File: src/rtl/output_gating.sv
// Result-stream consumer: per-lane ReLU gating, nonzero mask, tile-last tagging, show-ahead output FIFO.
// Latency 1 cycle into an empty FIFO; input cannot stall, so beats arriving on a full FIFO without a pop are dropped and flagged in ovf.
module output_gating #(
  parameter int LANES      = 16,
  parameter int DW         = 16,
  parameter int FIFO_DEPTH = 4,
  parameter int CNT_W      = 16
) (
  input  logic                          clk,
  input  logic                          rst,
  input  logic                          in_valid,
  input  logic [LANES*DW-1:0]           in_sum,
  input  logic                          cfg_relu,
  input  logic [CNT_W-1:0]              cfg_tile_len,
  output logic                          out_valid,
  input  logic                          out_ready,
  output logic [LANES*DW-1:0]           out_data,
  output logic [LANES-1:0]              out_mask,
  output logic                          out_last,
  output logic                          ovf,
  output logic [$clog2(FIFO_DEPTH):0]   fifo_level
);

  localparam int AW = $clog2(FIFO_DEPTH);
  localparam int VW = LANES * DW;
  localparam int EW = 1 + LANES + VW;

  logic [VW-1:0]    w_gated;
  logic [LANES-1:0] w_mask;

  always_comb begin
    w_gated = in_sum;
    w_mask  = '0;
    for (int i = 0; i < LANES; i++) begin
      if (cfg_relu && in_sum[i*DW+DW-1]) begin
        w_gated[i*DW +: DW] = '0;
      end
      w_mask[i] = |w_gated[i*DW +: DW];
    end
  end

  // Tile counter advances on every beat, dropped or not, to stay aligned with upstream.
  logic [CNT_W-1:0] r_cnt;
  logic [CNT_W-1:0] w_len_m1;
  logic             w_last;

  assign w_len_m1 = (cfg_tile_len == '0) ? '0 : cfg_tile_len - CNT_W'(1);
  assign w_last   = (r_cnt >= w_len_m1);

  always_ff @(posedge clk) begin
    if (rst) begin
      r_cnt <= '0;
    end else if (in_valid) begin
      r_cnt <= w_last ? '0 : r_cnt + CNT_W'(1);
    end
  end

  logic [EW-1:0] r_mem [FIFO_DEPTH];
  logic [AW-1:0] r_wr_ptr;
  logic [AW-1:0] r_rd_ptr;
  logic [AW:0]   r_level;
  logic          r_ovf;
  logic          w_full;
  logic          w_push;
  logic          w_pop;
  logic [EW-1:0] w_head;

  assign w_full = (r_level == (AW+1)'(FIFO_DEPTH));
  assign w_pop  = out_valid && out_ready;
  assign w_push = in_valid && (!w_full || w_pop);

  // Storage needs no reset: contents are only observed through a nonzero level.
  always_ff @(posedge clk) begin
    if (w_push) begin
      r_mem[r_wr_ptr] <= {w_last, w_mask, w_gated};
    end
  end

  always_ff @(posedge clk) begin
    if (rst) begin
      r_wr_ptr <= '0;
      r_rd_ptr <= '0;
      r_level  <= '0;
      r_ovf    <= 1'b0;
    end else begin
      if (w_push) begin
        r_wr_ptr <= r_wr_ptr + AW'(1);
      end
      if (w_pop) begin
        r_rd_ptr <= r_rd_ptr + AW'(1);
      end
      case ({w_push, w_pop})
        2'b10:   r_level <= r_level + (AW+1)'(1);
        2'b01:   r_level <= r_level - (AW+1)'(1);
        default: r_level <= r_level;
      endcase
      if (in_valid && w_full && !w_pop) begin
        r_ovf <= 1'b1;
      end
    end
  end

  assign w_head     = r_mem[r_rd_ptr];
  assign out_valid  = (r_level != '0);
  assign out_data   = out_valid ? w_head[VW-1:0] : '0;
  assign out_mask   = out_valid ? w_head[VW +: LANES] : '0;
  assign out_last   = out_valid ? w_head[EW-1] : 1'b0;
  assign ovf        = r_ovf;
  assign fifo_level = r_level;

endmodule
File: config.mk
export PLATFORM = sky130hd
export DESIGN_NAME = output_gating
export DESIGN_NICKNAME = d
export VERILOG_FILES = /design/src/rtl/output_gating.sv
export SDC_FILE = /design/constraint.sdc
export NUM_CORES = 1
export LEC_CHECK = 0
export BUFFER_PORTS_ARGS = -buffer_cell sky130_fd_sc_hd__buf_2
export CAP_MARGIN = 25
export CORE_MARGIN = 2
export CORE_UTILIZATION = 45
export CTS_BUF_LIST = sky130_fd_sc_hd__clkbuf_4 sky130_fd_sc_hd__clkbuf_8 sky130_fd_sc_hd__clkbuf_16
export CTS_CLUSTER_SIZE = 40
export DETAILED_ROUTE_END_ITERATION = 6
export GPL_TIMING_DRIVEN = 0
export SKIP_CTS_REPAIR_TIMING = 1
export SLEW_MARGIN = 20
export SYNTH_ARGS = -nofsm -noshare
export SYNTH_HDL_FRONTEND = slang
export SYNTH_SLANG_ARGS = --single-unit
File: constraint.sdc
create_clock -name clk -period 12.6 [get_ports clk]
set_input_delay 1.89 -clock clk [delete_from_list [all_inputs] [get_ports clk]]
set_output_delay 1.89 -clock clk [all_outputs]
set_load 0.02 [all_outputs]
Yosys cells after proc, flatten, opt, wreduce, memory -nomap -nowiden --
Memories as Yosys holds them, arrays and structs flattened. A register that Yosys moved wholly into a read port is not among the register bits. Index checks and enable logic that the tools add are counted. W data, S select, Z words.
Word-level totals: register bits 24, RAM bits 1092, bits of input ports 277, output and inout bits 278, word-level logic and storage cells 84, memories kept 1
Operators by class: add/sub/neg operators 6, magnitude comparators 1, equality and inequality tests 3, mux-type cells 26, reduce and logical (&&, ||, !) cells 42
Memory list:
- r_mem | words 4, width 273, rd ports 1, clocked after memory_dff 1, write ports 1, RTL line 58 | logic [EW-1:0] r_mem [FIFO_DEPTH];
Operators with widths (count):
- $mux W16 | 19
- $mux W256 | 1
- $reduce_or A16 Y1 | 16
- $logic_and A1 B1 Y1 | 20
- $add A16 B1 Y16 const B | 1
- $ge A16 B16 Y1 | 1
- $logic_not A16 Y1 | 1
- $sub A16 B1 Y16 const B | 1
- $pmux W3 S2 | 1
- $add A2 B1 Y2 const B | 2
- $mux W2 | 2
- $add A3 B1 Y3 const B | 1
- $eq A3 B3 Y1 const B | 1
- $mux W1 | 3
- $reduce_bool A3 Y1 | 1
- $sub A3 B1 Y3 const B | 1
- $eq A2 B1 Y1 const B | 1
- $eq A2 B2 Y1 const B | 1
- $logic_not A1 Y1 | 2
- $reduce_bool A2 Y1 | 1
- $logic_or A1 B1 Y1 | 1

Depth between registers and ports, before layout --
Gate-level depths: netlist of the first run.
depth after elaboration 6, gate-level depth with buffers 13, gate-level depth less buffers 12

Worst setup path after synthesis of the first run --
Ideal clock, no wire load.
kind input to register, start input out_ready, end memory r_mem[0][0] in the netlist's numbering, enable pin, setup time 669 ps, arrival 8512 ps, data required time 11931 ps, setup slack 3419 ps, stages 4, path buffers 1, cell sequence nor4b_1 nor2b_1 clkbuf_1 and2_1
On the way: cells in the longest elaborated chain, start to end 5
Ends and longest elaborated chain:
- start: declaration | RTL line 16 | input logic out_ready,
- $logic_and A1 B1 Y1 | RTL line 69 | assign w_pop = out_valid && out_ready;
- $logic_or A1 B1 Y1 | RTL line 70 | assign w_push = in_valid && (!w_full || w_pop);
- $logic_and A1 B1 Y1 | RTL line 70
- $mux W1 | RTL line 74 | if (w_push) begin
- $mux W1 (implied by the code) | RTL line 75 | r_mem[r_wr_ptr] <= {w_last, w_mask, w_gated};
- end: declaration | RTL line 58
No other way between the ends.

==> impl_metrics.tcl, run 1 <==
set metrics [dict create \
    wl_per_cell_um 24.8 \
    netlist_instances 2353 \
    hold_class "flop to flop" \
    core_mm2 0.0999 \
    num_rows 116 \
    power.density_mw_per_mm2 205 \
    portBuffers 554 \
    worstPathMaxFanout 10 \
    antenna_found_initial 26 \
    drc 0 \
    antenna_left 0 \
    grt_pass1_wl_um 162000 \
    detail_route.first_pass.iterations 7 \
    area_growth_pct 19.8 \
    rr_worst_depth 8 \
    critPathCaptureType "primary output" \
    grt_max_degree 45 \
    yosys_warnings 0 \
    place_congestion 0.793 \
    vias 24200 \
    rsz0062_at_grt "false" \
    stdcell_count 4459 \
    clock_skew_ns 0.0261 \
    synth-edff-count 1092 \
    cts-buffers-inserted 113 \
    wirelength_um 111000 \
    fin_util_pct 54.3 \
    cts_root_buf "clkbuf_16" \
    layout_min_cycle_time_ns 5.32 \
    die_w_um 321 \
    netlist_area_mm2 0.0453 \
    p_leak_nw 18.9 \
    cts_htree_levels 3 \
    reg2reg_to "r_mem[2][64]" \
    cts.sink_count 1118 \
    r2r_start "fifo_level[0]" \
    ys_seq_area_share_pct 73.6 \
    synth_cell_types 44 \
    synthFlopType "edfxtp_1" \
    overflow 0 \
    startpoint_type "flop" \
    async_reset_ff_share_pct 0 \
    io_pins 555 \
    endpoint "out_data[80]" \
    routed_via_density 5.42 \
    cts_tree "done" \
    max_cap_violations 0 \
    fmax_ghz 0.188 \
    die_y_um 321 \
    max-vdd-ir-drop_uv 163 \
    syn-num-nets 2655 \
    dieArea_mm2 0.103 \
    fin_nets 3355 \
    status "finished, final reports clean" \
    first_iter_violations 1799 \
    clk_latency_ns 0.69 \
    hold_viol 0 \
    grt_usage_pct 21.4 \
    worst_ep_required_time_ns 10.71 \
    syn_area_per_cell_um2 19.2 \
    grt_pass1_vias 25900 \
    path_clk_slew_ns 0.06 \
    setup-violations-final 0 \
    cts_buffer_depth 3 \
    slew_violations 0 \
    place_hpwl_um 76200 \
    synth_seq_cells 1118 \
    start_util_pct 45.3 \
    critPathKind "flop to primary output" \
    worstMarginPinSlew_ns 1.00 \
    drive_above_1_share_pct 34.5 \
    slew_headroom_pct 33.3 \
    place_inst 4236 \
    reg2reg_slack_ns 9.58 \
    finalCritPeriodShare_pct 42.2 \
    worst_ep_arrival_time_ns 3.43 \
]
## cell usage in the layout (no fill, tap or decap), drive strengths merged, types with 5 or more instances in the layout
cell type,n
inv,32
clkbuf,191
nor2b,18
ha,24
nor3,7
xor2,19
buf,640
a21oi,10
bufinv,15
xnor2,11
nor2,34
clkinv,58
and2,521
a41oi,17
nand3,5
nand2,48
dfxtp,26
nor4,68
diode,12
nand4,6
mux4,273
clkinvlp,5
edfxtp,1092
## report_power, final
part	leakage [nW]	total, mW	internal, mW	switching [mW]
clock	1.87	3.37	1.99	1.38
sequential	10.3	4.46	4.40	0.0595
combinational	6.73	3.29	1.25	2.04
total	18.9	11.1	7.64	3.48
## cell families after synthesis
kind of cell / share of synthesized area [%]
buffers and inverters: 1.30
multiplexers: 13.7
AND/OR/NAND/NOR: 9.59
AO/OA/AOI/OAI: 0.586
XOR/XNOR: 0.580
flip-flops: 73.6
adder cells (fa/ha/maj): 0.707
## worst max-delay path: stages, from the launching register on
cell,delay [ns]
dfxtp_1,0.30
clkbuf_1,0.14
clkbuf_1,0.76
buf_2,0.49
mux4_2,0.67
and2_1,0.20
buf_2,0.15
## how the worst min path moves through the flow
| stage | start | endpoint | depth (start not counted) |
|---|---|---|---|
| 3_3_place_gp | fifo_level[2] | fifo_level[2] | 2 |
| 2_1_floorplan | r_rd_ptr[1] | flop | 2 |
| 6_report | ovf | ovf | 2 |
| 3_5_place_dp | fifo_level[2] | fifo_level[2] | 2 |
| 5_1_grt | ovf | ovf | 2 |
| 4_1_cts | fifo_level[2] | fifo_level[2] | 2 |
## Yosys cell counts, types with 24 or more instances
library cell  number  area [µm²]
clkbuf_1          62         233
nand2_1           46         173
buf_2             29         145
ha_1              24         300
mux4_2           273        6150
and2_1           521        3260
edfxtp_1        1092       32800
inv_1             28         105
dfxtp_1           26         521
nor2_1            33         124
buf_1             25        93.8
nor4_1            67         419
## flip-flops by register name, summed over array words and instances, names as in the netlist, named ones only
signal and flops:
r_cnt 16, r_rd_ptr 2, r_mem 1092, fifo_level 3
r_wr_ptr 2, ovf 1
## layout make-up
cell class | instances | area [µm²]
clock inverters | 82 | 791
flip-flops and latches | 1118 | 33300
diodes | 12 | 30.0
clock buffers | 129 | 2970
repair buffers | 585 | 3540
inverters | 28 | 105
plain buffers | 117 | 488
well taps | 1298 | 1620
multi-input cells | 1090 | 11400
fillers | 8023 | 45600
## layer usage
| metal | global-route usage, % | vias to the layer above | wire length (µm) |
|---|---|---|---|
| met5 | 0 | - | 149 |
| met4 | 6.61 | 24 | 3270 |
| met3 | 6.81 | 196 | 8970 |
| met2 | 35.4 | 787 | 54500 |
| met1 | 26.8 | 12400 | 43700 |
| li1 | - | 10700 | - |
## metrics by stage
step | setup slack [ns] | power, mW | instance area (µm²) | hold WS (ns) | TNS [ns]
floorplan | 3.42 | 6.66 | 45300 | 0.485 | 0
global placement | -2.37 | 7.97 | 49700 | 0.489 | -2533.16
detailed placement | 7.19 | 7.91 | 50500 | 0.508 | 0
CTS | 7.07 | 11.3 | 54200 | 0.518 | 0
global route | 7.04 | 11.6 | 54200 | 0.556 | 0
finish | 7.28 | 11.1 | 54200 | 0.518 | 0
No activity file was read; power rests on OpenSTA's default activity.
==> run 2, diff against run 1 <==
==> constraint.sdc (replaced) <==
create_clock -name clk -period 5 [get_ports clk]
set_input_delay 0.75 -clock clk [delete_from_list [all_inputs] [get_ports clk]]
set_output_delay 0.75 -clock clk [all_outputs]
set_load 0.02 [all_outputs]
==> run 2 against run 1 <==
Die area did not move. Clock skew down 0.0056 ns. Highest routed layer unchanged. Critical path depth unchanged. Largest cell class unchanged. Combinational power grew to 2.5 times the previous value. Final area is 0.21% lower. Flip-flop and latch count is the same. Cell count down 0.25%.
==> impl_metrics.tcl, run 2 (synthesis results as in run 1) <==
set metrics [dict create \
    mostFrequentLayoutCells "edfxtp_1 (1,092), buf_2 (583), and2_1 (517)" \
    routed_via_density 5.44 \
    crit_path_top_delay_cell "clkbuf_1" \
    antenna_found_initial 16 \
    endpoint "out_data[121]" \
    first_iter_violations 1774 \
    cts_tree "done" \
    wirelength_um 110000 \
    place_hpwl_um 76800 \
    status "finished, final reports clean" \
    antenna_left 0 \
    path_delay_family "buffers and inverters" \
    wl_per_cell_um 24.8 \
    slew_violations 0 \
    setup-violations-final 0 \
    timing.hold.ws_ns 0.434 \
    cts_htree_levels 3 \
    reg2reg_to "r_mem[0][56]" \
    critPathMaxStageDelay_ns 0.72 \
    overflow 0 \
    post_dp_cell_area_mm2 0.0505 \
    power.total_mw 27.8 \
    hold_viol 0 \
    hold_class "primary input to flop" \
    cts-buffers-inserted 114 \
    path_depth 6 \
    crit_buf_inv 4 \
    crit_chain "clkbuf_1 > clkbuf_1 > buf_2 > mux4_2 > and2_1 > buf_2" \
    grt_max_degree 45 \
    largest_reg_flops 1092 \
    die_y_um 321 \
    max-vdd-ir-drop_uv 318 \
    area_growth_pct 19.5 \
    io_pins 555 \
    place_congestion 0.794 \
    worst_ep_arrival_time_ns 3.32 \
    cts.sink_count 1118 \
    hold_depth 2 \
    grt_usage_pct 21.3 \
    drc 0 \
    core_mm2 0.0999 \
    layout_commonest_cell "edfxtp_1" \
    startpoint_type "flop" \
    power.density_mw_per_mm2 514 \
    worstMarginPinSlew_ns 1.03 \
    tns_ns 0 \
    portBuffers 554 \
    die_w_um 321 \
    cts_root_buf "clkbuf_16" \
    start_util_pct 45.3 \
    vias 24200 \
    rr_worst_depth 8 \
    path_clk_slew_ns 0.06 \
    regMostFlops "r_mem" \
    r2r_start "fifo_level[2]" \
    num_rows 116 \
    max_cap_violations 0 \
    worstPathMaxFanout 10 \
    detail_route.first_pass.iterations 5 \
    worst_ep_required_time_ns 4.25 \
    reg2reg_slack_ns 2.11 \
    fin_nets 3363 \
    slew_headroom_pct 31.7 \
    finalCritPeriodShare_pct 81.5 \
    final_area_mm2 0.0541 \
    clock_skew_ns 0.0205 \
    rsz0062_at_grt "false" \
    fmax_ghz 0.245 \
    clk_latency_ns 0.68 \
    cts_buffer_depth 3 \
    grt_pass1_wl_um 162000 \
    layout_min_cycle_time_ns 4.07 \
    dieArea_mm2 0.103 \
    critPathKind "flop to primary output" \
    grt_pass1_vias 25800 \
    p_leak_nw 18.9 \
    drive_above_1_share_pct 34.4 \
    critPathCaptureType "primary output" \
]
run 2: report_power, final:
part	internal, mW	switching [mW]	leakage [nW]
Clock	4.87	3.36	1.81
Combinational	3.14	5.21	6.74
Sequential	11.1	0.147	10.3
run 2: worst min-delay path by stage:
stage	start	endpoint
final	in_sum[201]	r_mem[0][201]
after floorplan	r_rd_ptr[1]	flop
after CTS	in_sum[149]	r_mem[0][149]
after global routing	in_sum[12]	r_mem[1][12]
after global placement	ovf	ovf
after detailed placement	ovf	ovf
run 2: stage by stage:
stage                     instances  setup slack (ns)  utilization (%)
after global placement         4205             -3.16             49.8
after floorplan                2353            0.0292                -
after detailed placement       4242             0.728             50.5
after global routing           4446             0.744             54.2
final                          4448             0.925             54.2
after CTS                      4442             0.723             54.2
run 2: area by class of cell:
type	instances	area [µm²]
Tap cell	1298	1620
Buffer	117	488
Timing Repair Buffer	592	3560
Antenna cell	5	12.5
Multi-Input combinational cell	1090	11400
Fill cell	7979	45700
Clock buffer	151	3210
Sequential cell	1118	33300
Clock inverter	49	430
Inverter	28	105
run 2: metal layers:
layer  vias to the layer above  track usage [%]  wire length (µm)
met1                     12500             26.2             42600
met4                        20             7.38              3300
li1                      10700                -                 -
met3                       178             6.60              9090
met5                         -                0               141
met2                       779             35.7             55000
